File: config.mk
export PLATFORM = sky130hd
export DESIGN_NAME = retire_ctrl_flat
export DESIGN_NICKNAME = d
export VERILOG_FILES = /design/src/rtl/retire_ctrl_pkg.sv /design/src/rtl/retire_ctrl_if.sv /design/src/rtl/retire_ctrl_select.sv /design/src/rtl/retire_ctrl.sv /design/src/flat_wrapper.sv
export SDC_FILE = /design/constraint.sdc
export NUM_CORES = 1
export LEC_CHECK = 0
export CAP_MARGIN = 20
export CORE_MARGIN = 3
export CORE_UTILIZATION = 28
export DETAILED_ROUTE_END_ITERATION = 8
export GPL_TIMING_DRIVEN = 0
export PLACE_DENSITY = 0.88
export SYNTH_ARGS = -nofsm -noshare
export SYNTH_HDL_FRONTEND = slang
export SYNTH_HIERARCHICAL = 1
export SYNTH_SLANG_ARGS = --single-unit
File: constraint.sdc
create_clock -name clock -period 7.02 [get_ports clock]
set_clock_uncertainty 0.15 [all_clocks]
set_input_delay 1.053 -clock clock [delete_from_list [all_inputs] [get_ports clock]]
set_output_delay 1.053 -clock clock [all_outputs]
set_load 0.02 [all_outputs]
File: src/rtl/retire_ctrl_pkg.sv
// rtl/retire_ctrl_pkg.sv - shared types and constants for the in-order retire controller
//
// Purpose : physical tag sizing, the zero-register encoding, the ROB head entry
//           record, the controller state encoding and the arch map retire bundle.
// Ports   : none (package).
package retire_ctrl_pkg;

    localparam int PHYS_REG_SIZE = 64;
    localparam int PHYS_REG_BITS = $clog2(PHYS_REG_SIZE);
    localparam int ARCH_IDX_BITS = 5;

    // Arch register 0 is hardwired; a destination of 0 means "no destination".
    localparam logic [ARCH_IDX_BITS-1:0] ZERO_REG = '0;

    typedef struct packed {
        logic                     valid;
        logic                     complete;
        logic [ARCH_IDX_BITS-1:0] arch_idx;
        logic [PHYS_REG_BITS-1:0] phys_tag;
        logic [PHYS_REG_BITS-1:0] old_tag;
        logic                     mispred;
        logic                     uncondbr;
        logic                     halt;
    } rob_head_entry_t;

    typedef enum logic [1:0] {
        RUN     = 2'd0,
        RECOVER = 2'd1,
        HALTED  = 2'd2
    } retire_state_e;

    typedef struct packed {
        logic                     retire1;
        logic                     retire2;
        logic                     retire3;
        logic [ARCH_IDX_BITS-1:0] arch_index1;
        logic [ARCH_IDX_BITS-1:0] arch_index2;
        logic [ARCH_IDX_BITS-1:0] arch_index3;
        logic [PHYS_REG_BITS-1:0] arch_tag1;
        logic [PHYS_REG_BITS-1:0] arch_tag2;
        logic [PHYS_REG_BITS-1:0] arch_tag3;
        logic                     uncondbr1;
        logic                     uncondbr2;
        logic                     uncondbr3;
    } arch_map_retire_t;

endpackage

File: src/rtl/retire_ctrl_if.sv
// rtl/retire_ctrl_if.sv - ROB head / arch map / free list bundle for the retire controller
//
// Purpose : groups the three ROB head slots (slot 0 oldest) and every commit-side
//           output of retire_ctrl.
// Ports   : head_* (ROB head slots), retire_out / mispredict_out (arch map),
//           rob_retire_cnt (ROB pop count), free_valid / free_tag (free list),
//           squash, restore_map, frontend_stall, halted (pipeline control).
// Modports: slave  - the retire controller (consumes head, drives commit outputs)
//           master - the ROB / pipeline side
interface retire_ctrl_if;
    import retire_ctrl_pkg::*;

    logic [2:0]                          head_valid;
    logic [2:0]                          head_complete;
    logic [2:0][ARCH_IDX_BITS-1:0]       head_arch_idx;
    logic [2:0][PHYS_REG_BITS-1:0]       head_phys_tag;
    logic [2:0][PHYS_REG_BITS-1:0]       head_old_tag;
    logic [2:0]                          head_mispred;
    logic [2:0]                          head_uncondbr;
    logic [2:0]                          head_halt;

    arch_map_retire_t                    retire_out;
    logic [2:0]                          mispredict_out;
    logic [1:0]                          rob_retire_cnt;
    logic [2:0]                          free_valid;
    logic [2:0][PHYS_REG_BITS-1:0]       free_tag;
    logic                                squash;
    logic                                restore_map;
    logic                                frontend_stall;
    logic                                halted;

    modport slave (
        input  head_valid, head_complete, head_arch_idx, head_phys_tag,
               head_old_tag, head_mispred, head_uncondbr, head_halt,
        output retire_out, mispredict_out, rob_retire_cnt, free_valid,
               free_tag, squash, restore_map, frontend_stall, halted
    );

    modport master (
        output head_valid, head_complete, head_arch_idx, head_phys_tag,
               head_old_tag, head_mispred, head_uncondbr, head_halt,
        input  retire_out, mispredict_out, rob_retire_cnt, free_valid,
               free_tag, squash, restore_map, frontend_stall, halted
    );

endinterface

File: src/rtl/retire_ctrl_select.sv
// rtl/retire_ctrl_select.sv - in-order retire selection prefix chain for three head slots
//
// Purpose : decides which of the three oldest ROB entries retire this cycle.
// Ports   : enable   in  retirement allowed this cycle
//           valid    in  [2:0] slot holds an instruction
//           complete in  [2:0] slot finished execution
//           mispred  in  [2:0] slot is a resolved mispredicted control instr
//           halt     in  [2:0] slot is a halt
//           ret      out [2:0] slot retires this cycle
//           stop     out [2:0] slot ends the retire group (mispredict or halt)
//           cnt      out [1:0] number of retiring slots
module retire_ctrl_select (
    input  logic       enable,
    input  logic [2:0] valid,
    input  logic [2:0] complete,
    input  logic [2:0] mispred,
    input  logic [2:0] halt,
    output logic [2:0] ret,
    output logic [2:0] stop,
    output logic [1:0] cnt
);

    always_comb begin
        stop = mispred | halt;
        // A stopping slot retires itself but blocks every younger slot.
        ret[0] = enable & valid[0] & complete[0];
        ret[1] = ret[0] & valid[1] & complete[1] & ~stop[0];
        ret[2] = ret[1] & valid[2] & complete[2] & ~stop[1];
        // ret is a prefix mask, so the highest set bit gives the count.
        if (ret[2])      cnt = 2'd3;
        else if (ret[1]) cnt = 2'd2;
        else if (ret[0]) cnt = 2'd1;
        else             cnt = 2'd0;
    end

endmodule

File: src/rtl/retire_ctrl.sv
// rtl/retire_ctrl.sv - in-order commit controller between ROB head and arch map table
//
// Purpose : retires 0..3 oldest completed ROB entries per cycle, drives the arch map
//           retire/mispredict inputs, returns old physical tags to the free list and
//           sequences squash / map restore / stall after a retiring mispredict.
// Ports   : clock, reset (synchronous, active-high; forces every output to 0)
//           rc  - retire_ctrl_if.slave (head slots in, commit outputs out)
//           perf_retired/perf_mispred/perf_stall [31:0] - only with RETIRE_PERF_EN
// Config  : RETIRE_PERF_EN adds free-running retire, mispredict and stall counters.
// Params  : RECOVER_CYCLES - stall cycles after the mispredict cycle (1..15)
module retire_ctrl
    import retire_ctrl_pkg::*;
#(
    parameter int unsigned RECOVER_CYCLES = 2
) (
    input  logic          clock,
    input  logic          reset,
    retire_ctrl_if.slave  rc
`ifdef RETIRE_PERF_EN
    ,
    output logic [31:0]   perf_retired,
    output logic [31:0]   perf_mispred,
    output logic [31:0]   perf_stall
`endif
);

    retire_state_e        state_q, state_d;
    logic [3:0]           count_q, count_d;

    rob_head_entry_t [2:0] head;
    logic [2:0]           valid_v, complete_v, mispred_v, uncondbr_v, halt_v;
    logic [2:0]           ret, stop;
    logic [1:0]           cnt;
    logic                 enable;

    always_comb begin
        for (int k = 0; k < 3; k++) begin
            head[k].valid    = rc.head_valid[k];
            head[k].complete = rc.head_complete[k];
            head[k].arch_idx = rc.head_arch_idx[k];
            head[k].phys_tag = rc.head_phys_tag[k];
            head[k].old_tag  = rc.head_old_tag[k];
            head[k].mispred  = rc.head_mispred[k];
            head[k].uncondbr = rc.head_uncondbr[k];
            head[k].halt     = rc.head_halt[k];
            valid_v[k]       = head[k].valid;
            complete_v[k]    = head[k].complete;
            mispred_v[k]     = head[k].mispred;
            uncondbr_v[k]    = head[k].uncondbr;
            halt_v[k]        = head[k].halt;
        end
    end

    assign enable = (state_q == RUN) & ~reset;

    retire_ctrl_select u_select (
        .enable   (enable),
        .valid    (valid_v),
        .complete (complete_v),
        .mispred  (mispred_v),
        .halt     (halt_v),
        .ret      (ret),
        .stop     (stop),
        .cnt      (cnt)
    );

    always_ff @(posedge clock) begin
        if (reset) begin
            state_q <= RUN;
            count_q <= '0;
        end else begin
            state_q <= state_d;
            count_q <= count_d;
        end
    end

    always_comb begin
        state_d           = state_q;
        count_d           = count_q;
        rc.retire_out     = '0;
        rc.mispredict_out = '0;
        rc.rob_retire_cnt = '0;
        rc.free_valid     = '0;
        rc.free_tag       = '0;
        rc.squash         = 1'b0;
        rc.restore_map    = 1'b0;
        rc.frontend_stall = 1'b0;
        rc.halted         = 1'b0;

        if (!reset) begin
            rc.retire_out.retire1     = ret[0];
            rc.retire_out.retire2     = ret[1];
            rc.retire_out.retire3     = ret[2];
            rc.retire_out.arch_index1 = head[0].arch_idx;
            rc.retire_out.arch_index2 = head[1].arch_idx;
            rc.retire_out.arch_index3 = head[2].arch_idx;
            rc.retire_out.arch_tag1   = head[0].phys_tag;
            rc.retire_out.arch_tag2   = head[1].phys_tag;
            rc.retire_out.arch_tag3   = head[2].phys_tag;
            rc.retire_out.uncondbr1   = head[0].uncondbr;
            rc.retire_out.uncondbr2   = head[1].uncondbr;
            rc.retire_out.uncondbr3   = head[2].uncondbr;

            rc.mispredict_out = ret & mispred_v;
            rc.rob_retire_cnt = cnt;
            for (int k = 0; k < 3; k++) begin
                // A mispredicted conditional branch has no live destination; a jump
                // still writes its link register, so its old mapping is released.
                rc.free_valid[k] = ret[k] & (head[k].arch_idx != ZERO_REG)
                                 & (~mispred_v[k] | uncondbr_v[k]);
                rc.free_tag[k]   = head[k].old_tag;
            end
            // The arch map snapshot is only coherent in the mispredict cycle itself.
            rc.squash      = |(ret & mispred_v);
            rc.restore_map = |(ret & mispred_v);

            unique case (state_q)
                RUN: begin
                    if (|(ret & stop)) begin
                        if (|(ret & halt_v)) begin
                            state_d = HALTED;
                        end else begin
                            state_d = RECOVER;
                            count_d = 4'(RECOVER_CYCLES);
                        end
                    end
                end
                RECOVER: begin
                    rc.frontend_stall = 1'b1;
                    count_d           = count_q - 4'd1;
                    if (count_q == 4'd1) state_d = RUN;
                end
                HALTED: begin
                    rc.frontend_stall = 1'b1;
                    rc.halted         = 1'b1;
                end
                default: state_d = RUN;
            endcase
        end
    end

`ifdef RETIRE_PERF_EN
    always_ff @(posedge clock) begin
        if (reset) begin
            perf_retired <= '0;
            perf_mispred <= '0;
            perf_stall   <= '0;
        end else begin
            perf_retired <= perf_retired + 32'(rc.rob_retire_cnt);
            perf_mispred <= perf_mispred + 32'(rc.squash);
            perf_stall   <= perf_stall + 32'(rc.frontend_stall);
        end
    end
`endif

endmodule

File: src/flat_wrapper.sv
// flat-port wrapper written by rule: the top's interface ports become plain ports
module retire_ctrl_flat import retire_ctrl_pkg::*;
#(
    parameter int unsigned RECOVER_CYCLES = 2
)
  (clock, reset, rc_head_valid, rc_head_complete, rc_head_arch_idx, rc_head_phys_tag, rc_head_old_tag, rc_head_mispred, rc_head_uncondbr, rc_head_halt, rc_retire_out, rc_mispredict_out, rc_rob_retire_cnt, rc_free_valid, rc_free_tag, rc_squash, rc_restore_map, rc_frontend_stall, rc_halted);
  retire_ctrl_if rc_i ();
  input  logic clock;
  input  logic reset;
  input wire logic [$bits(rc_i.head_valid)-1:0] rc_head_valid;
  input wire logic [$bits(rc_i.head_complete)-1:0] rc_head_complete;
  input wire logic [$bits(rc_i.head_arch_idx)-1:0] rc_head_arch_idx;
  input wire logic [$bits(rc_i.head_phys_tag)-1:0] rc_head_phys_tag;
  input wire logic [$bits(rc_i.head_old_tag)-1:0] rc_head_old_tag;
  input wire logic [$bits(rc_i.head_mispred)-1:0] rc_head_mispred;
  input wire logic [$bits(rc_i.head_uncondbr)-1:0] rc_head_uncondbr;
  input wire logic [$bits(rc_i.head_halt)-1:0] rc_head_halt;
  output wire logic [$bits(rc_i.retire_out)-1:0] rc_retire_out;
  output wire logic [$bits(rc_i.mispredict_out)-1:0] rc_mispredict_out;
  output wire logic [$bits(rc_i.rob_retire_cnt)-1:0] rc_rob_retire_cnt;
  output wire logic [$bits(rc_i.free_valid)-1:0] rc_free_valid;
  output wire logic [$bits(rc_i.free_tag)-1:0] rc_free_tag;
  output wire logic [$bits(rc_i.squash)-1:0] rc_squash;
  output wire logic [$bits(rc_i.restore_map)-1:0] rc_restore_map;
  output wire logic [$bits(rc_i.frontend_stall)-1:0] rc_frontend_stall;
  output wire logic [$bits(rc_i.halted)-1:0] rc_halted;
  assign rc_i.head_valid = rc_head_valid;
  assign rc_i.head_complete = rc_head_complete;
  assign rc_i.head_arch_idx = rc_head_arch_idx;
  assign rc_i.head_phys_tag = rc_head_phys_tag;
  assign rc_i.head_old_tag = rc_head_old_tag;
  assign rc_i.head_mispred = rc_head_mispred;
  assign rc_i.head_uncondbr = rc_head_uncondbr;
  assign rc_i.head_halt = rc_head_halt;
  assign rc_retire_out = rc_i.retire_out;
  assign rc_mispredict_out = rc_i.mispredict_out;
  assign rc_rob_retire_cnt = rc_i.rob_retire_cnt;
  assign rc_free_valid = rc_i.free_valid;
  assign rc_free_tag = rc_i.free_tag;
  assign rc_squash = rc_i.squash;
  assign rc_restore_map = rc_i.restore_map;
  assign rc_frontend_stall = rc_i.frontend_stall;
  assign rc_halted = rc_i.halted;
  retire_ctrl #(.RECOVER_CYCLES(RECOVER_CYCLES)) u_core (.clock(clock), .reset(reset), .rc(rc_i));
endmodule
==> results.py <==
metrics = {
    "finish": {
        "diodes": 0,
        "utilization_pct": 72.1,
        "fin_nets": 359,
        "final_common_cell": "clkdlybuf4s50_1",
        "design_area_mm2": 0.00252,
        "drive_gt1_share_pct": 5.99,
        "synthToLayoutAreaGrowth_pct": 138,
        "final_cell_mix": "clkdlybuf4s50_1 (136), nor2b_1 (60), inv_1 (11), nor2_1 (8)",
    },
    "timing": {
        "slew_headroom_pct": 53.7,
        "fin_crit_sh_pct": 71.4,
        "finalSetupTns_ns": 0,
        "setup-violations-final": 0,
        "worst_slew_pin_slew_ns": 0.695,
        "period_minus_slack_ns": 5.01,
        "drv_slew": 0,
        "hold_viol": 0,
        "max_freq_ghz": 0.199,
        "rsz0062_at_grt": "false",
    },
    "clocking": {
        "cts_tree": "yes",
        "cts_buffer_depth": 2,
        "cts_max_level": 1,
        "hold_buffers": 0,
        "path_clk_slew_ns": 0.03,
        "cts_buffers": 3,
        "clockRootBuffer": "clkbuf_8",
        "clkSinkCount": 6,
        "clk_latency_ns": 0.22,
        "cts_setup_buffers": 0,
        "ctsResizeCount": 0,
    },
    "critical_path": {
        "endpoint_kind": "output port",
        "crit_path_cell_trace": "clkdlybuf4s50_1, clkbuf_1, nor2_1, nand3_1, nor2_1, nor2b_1, and2_1, o21bai_1, buf_4, clkdlybuf4s50_1",
        "cpPeakStageDelay_ns": 0.59,
        "critical_path.max_fanout": 10,
        "critPathSlowestCell": "clkdlybuf4s50_1",
        "critPathKind": "input port to output port",
        "critPathLaunchType": "input port",
        "worstPathArrival_ns": 3.81,
        "required_ns": 5.82,
    },
    "floorplanning": {
        "die_y_um": 67.6,
        "coreArea_mm2": 0.00349,
        "start_util_pct": 30.4,
        "row_count": 21,
        "ios": 137,
        "dieArea_mm2": 0.00456,
        "die_width_um": 67.6,
    },
    "route": {
        "vias_per_cell": 4.72,
        "drc": 0,
        "routed_wl_mm": 4.90,
        "detail-route-antenna-nets": 0,
        "dr.pass1.iters": 5,
        "vias": 1558,
        "drt_iter0_drc": 38,
        "wl_per_cell_um": 14.8,
    },
    "placed_design": {
        "globalplace.congestion": 0.862,
        "io_buffers": 136,
        "placed_area_mm2": 0.00248,
        "dp_hpwl_mm": 4.26,
    },
    "grt": {
        "grt_max_degree": 11,
        "first_global_vias": 1480,
        "grt.overflow.total": 0,
        "antenna_found_initial": 0,
        "track_usage_pct": 19.6,
        "grt_pass1_wl_mm": 6.70,
    },
    "hold_path": {
        "hp-class": "register to register",
    },
    "yosys": {
        "synth-seq-cells": 6,
        "synth_top_family_by_area": "simple AND/OR/NAND/NOR gates",
        "async_reset_ff_share_pct": 0,
        "syn_avg_cell_area_um2": 7.32,
        "synth_edf_count": 0,
        "ys_warn_count": 6,
        "synthSimpleGateAreaFrac_pct": 57.2,
        "synth_xor_area_share_pct": 0,
        "synth_compound_area_share_pct": 18.5,
        "synthesis.nets": 218,
        "syn_area_mm2": 0.00106,
        "yosys.area_share.adder_pct": 5.90,
        "synth.distinct_cells": 35,
        "syn_inst": 145,
        "ys_seq_area_share_pct": 11.3,
        "ys.flop_type": "dfxtp_1",
        "synth_mux_area_share_pct": 0,
    },
    "power": {
        "powerDensity_mw_per_mm2": 87.5,
        "p_leak_nw": 0.926,
        "total_power_w": 0.000221,
        "ir_drop_mv": 0.0786,
    },
    "run": {
        "max-cap-violations": 0,
    },
    "run_status": {
        "status": "finished clean",
    },
}
## power breakdown
group | internal (W) | leakage (nW) | switching (W)
sequential | 0.0000352 | 0.0485 | 0.000000597
combinational | 0.0000770 | 0.856 | 0.0000563
clock | 0.0000368 | 0.0216 | 0.0000147
total | 0.000149 | 0.926 | 0.0000715
## per-stage QoR
step / setup WS, ns / hold slack, ns / cells
2_1_floorplan: 2.88 / 0.316 / 145
5_1_grt: 1.83 / 0.366 / 330
3_3_place_gp: 2.03 / 0.330 / 327
6_report: 2.01 / 0.352 / 330
4_1_cts: 2.01 / 0.349 / 330
3_5_place_dp: 2.03 / 0.344 / 327
## cells by family after synthesis
group | after synthesis
AO/OA/AOI/OAI | 22
adder cells (fa/ha/maj) | 5
buffers and inverters | 19
flip-flops | 6
AND/OR/NAND/NOR | 93
## path summary, 6_finish.rpt
| path | start | end | slack, ns | cells after the start |
|---|---|---|---|---|
| worst max-delay path | reset | rc_squash | 2.01 | 10 |
| worst min-delay path | u_core/count_q[1] | u_core/count_q[1] | 0.35 | 2 |
| worst min register to register | u_core/count_q[1] | u_core/count_q[1] | 0.35 | 2 |
| worst max register to register | u_core/state_q[0] | u_core/count_q[1] | 4.44 | 10 |
## routing by layer
layer  up-vias  GRT usage, %  routed length [um]
met4         0          3.80                  63
met3         6          8.82                 598
met1       693          19.7                1700
met5         -             0                   0
met2        95          36.8                2530
li1        764             -                   -
## Yosys cell counts (2+ instances only)
master     instances  area share [%]
and2_1             4             2.4
or2_2              3             1.8
o221a_1            2             2.1
or4_1              2             1.4
a22oi_1            3             2.1
a21oi_1            3             1.4
inv_1             11             3.9
o22ai_1            2             1.2
nand2b_1           3             1.8
a21oi_2            2             1.7
nor2b_1           60              35
ha_1               5             5.9
nand2_1            2            0.71
or3_1              3             1.8
clkbuf_1           6             2.1
dfxtp_1            6              11
nor2_1             8             2.8
nand4bb_4          2             5.2
nand3_1            2            0.94
## worst max-delay path: cells and delay by family
kind | cells | cell delay (ns)
compound gates | 1 | 0.15
buf+inv | 4 | 1.57
simple gates | 5 | 1.03
## registers in the layout, summed over array words and instances, names as in the netlist
| name | cells |
|---|---|
| u_core/count_q | 4 |
| u_core/state_q | 2 |
## area by class of cell
cell class / count / area, um2
inverter: 11 / 41.3
tap: 46 / 57.6
clock buffer: 3 / 41.3
multi-input combinational: 120 / 866
timing repair buffer: 136 / 1360
sequential: 6 / 120
buffer: 8 / 33.8
fill: 290 / 973
Note: power is estimated with default switching activity, not from simulation.
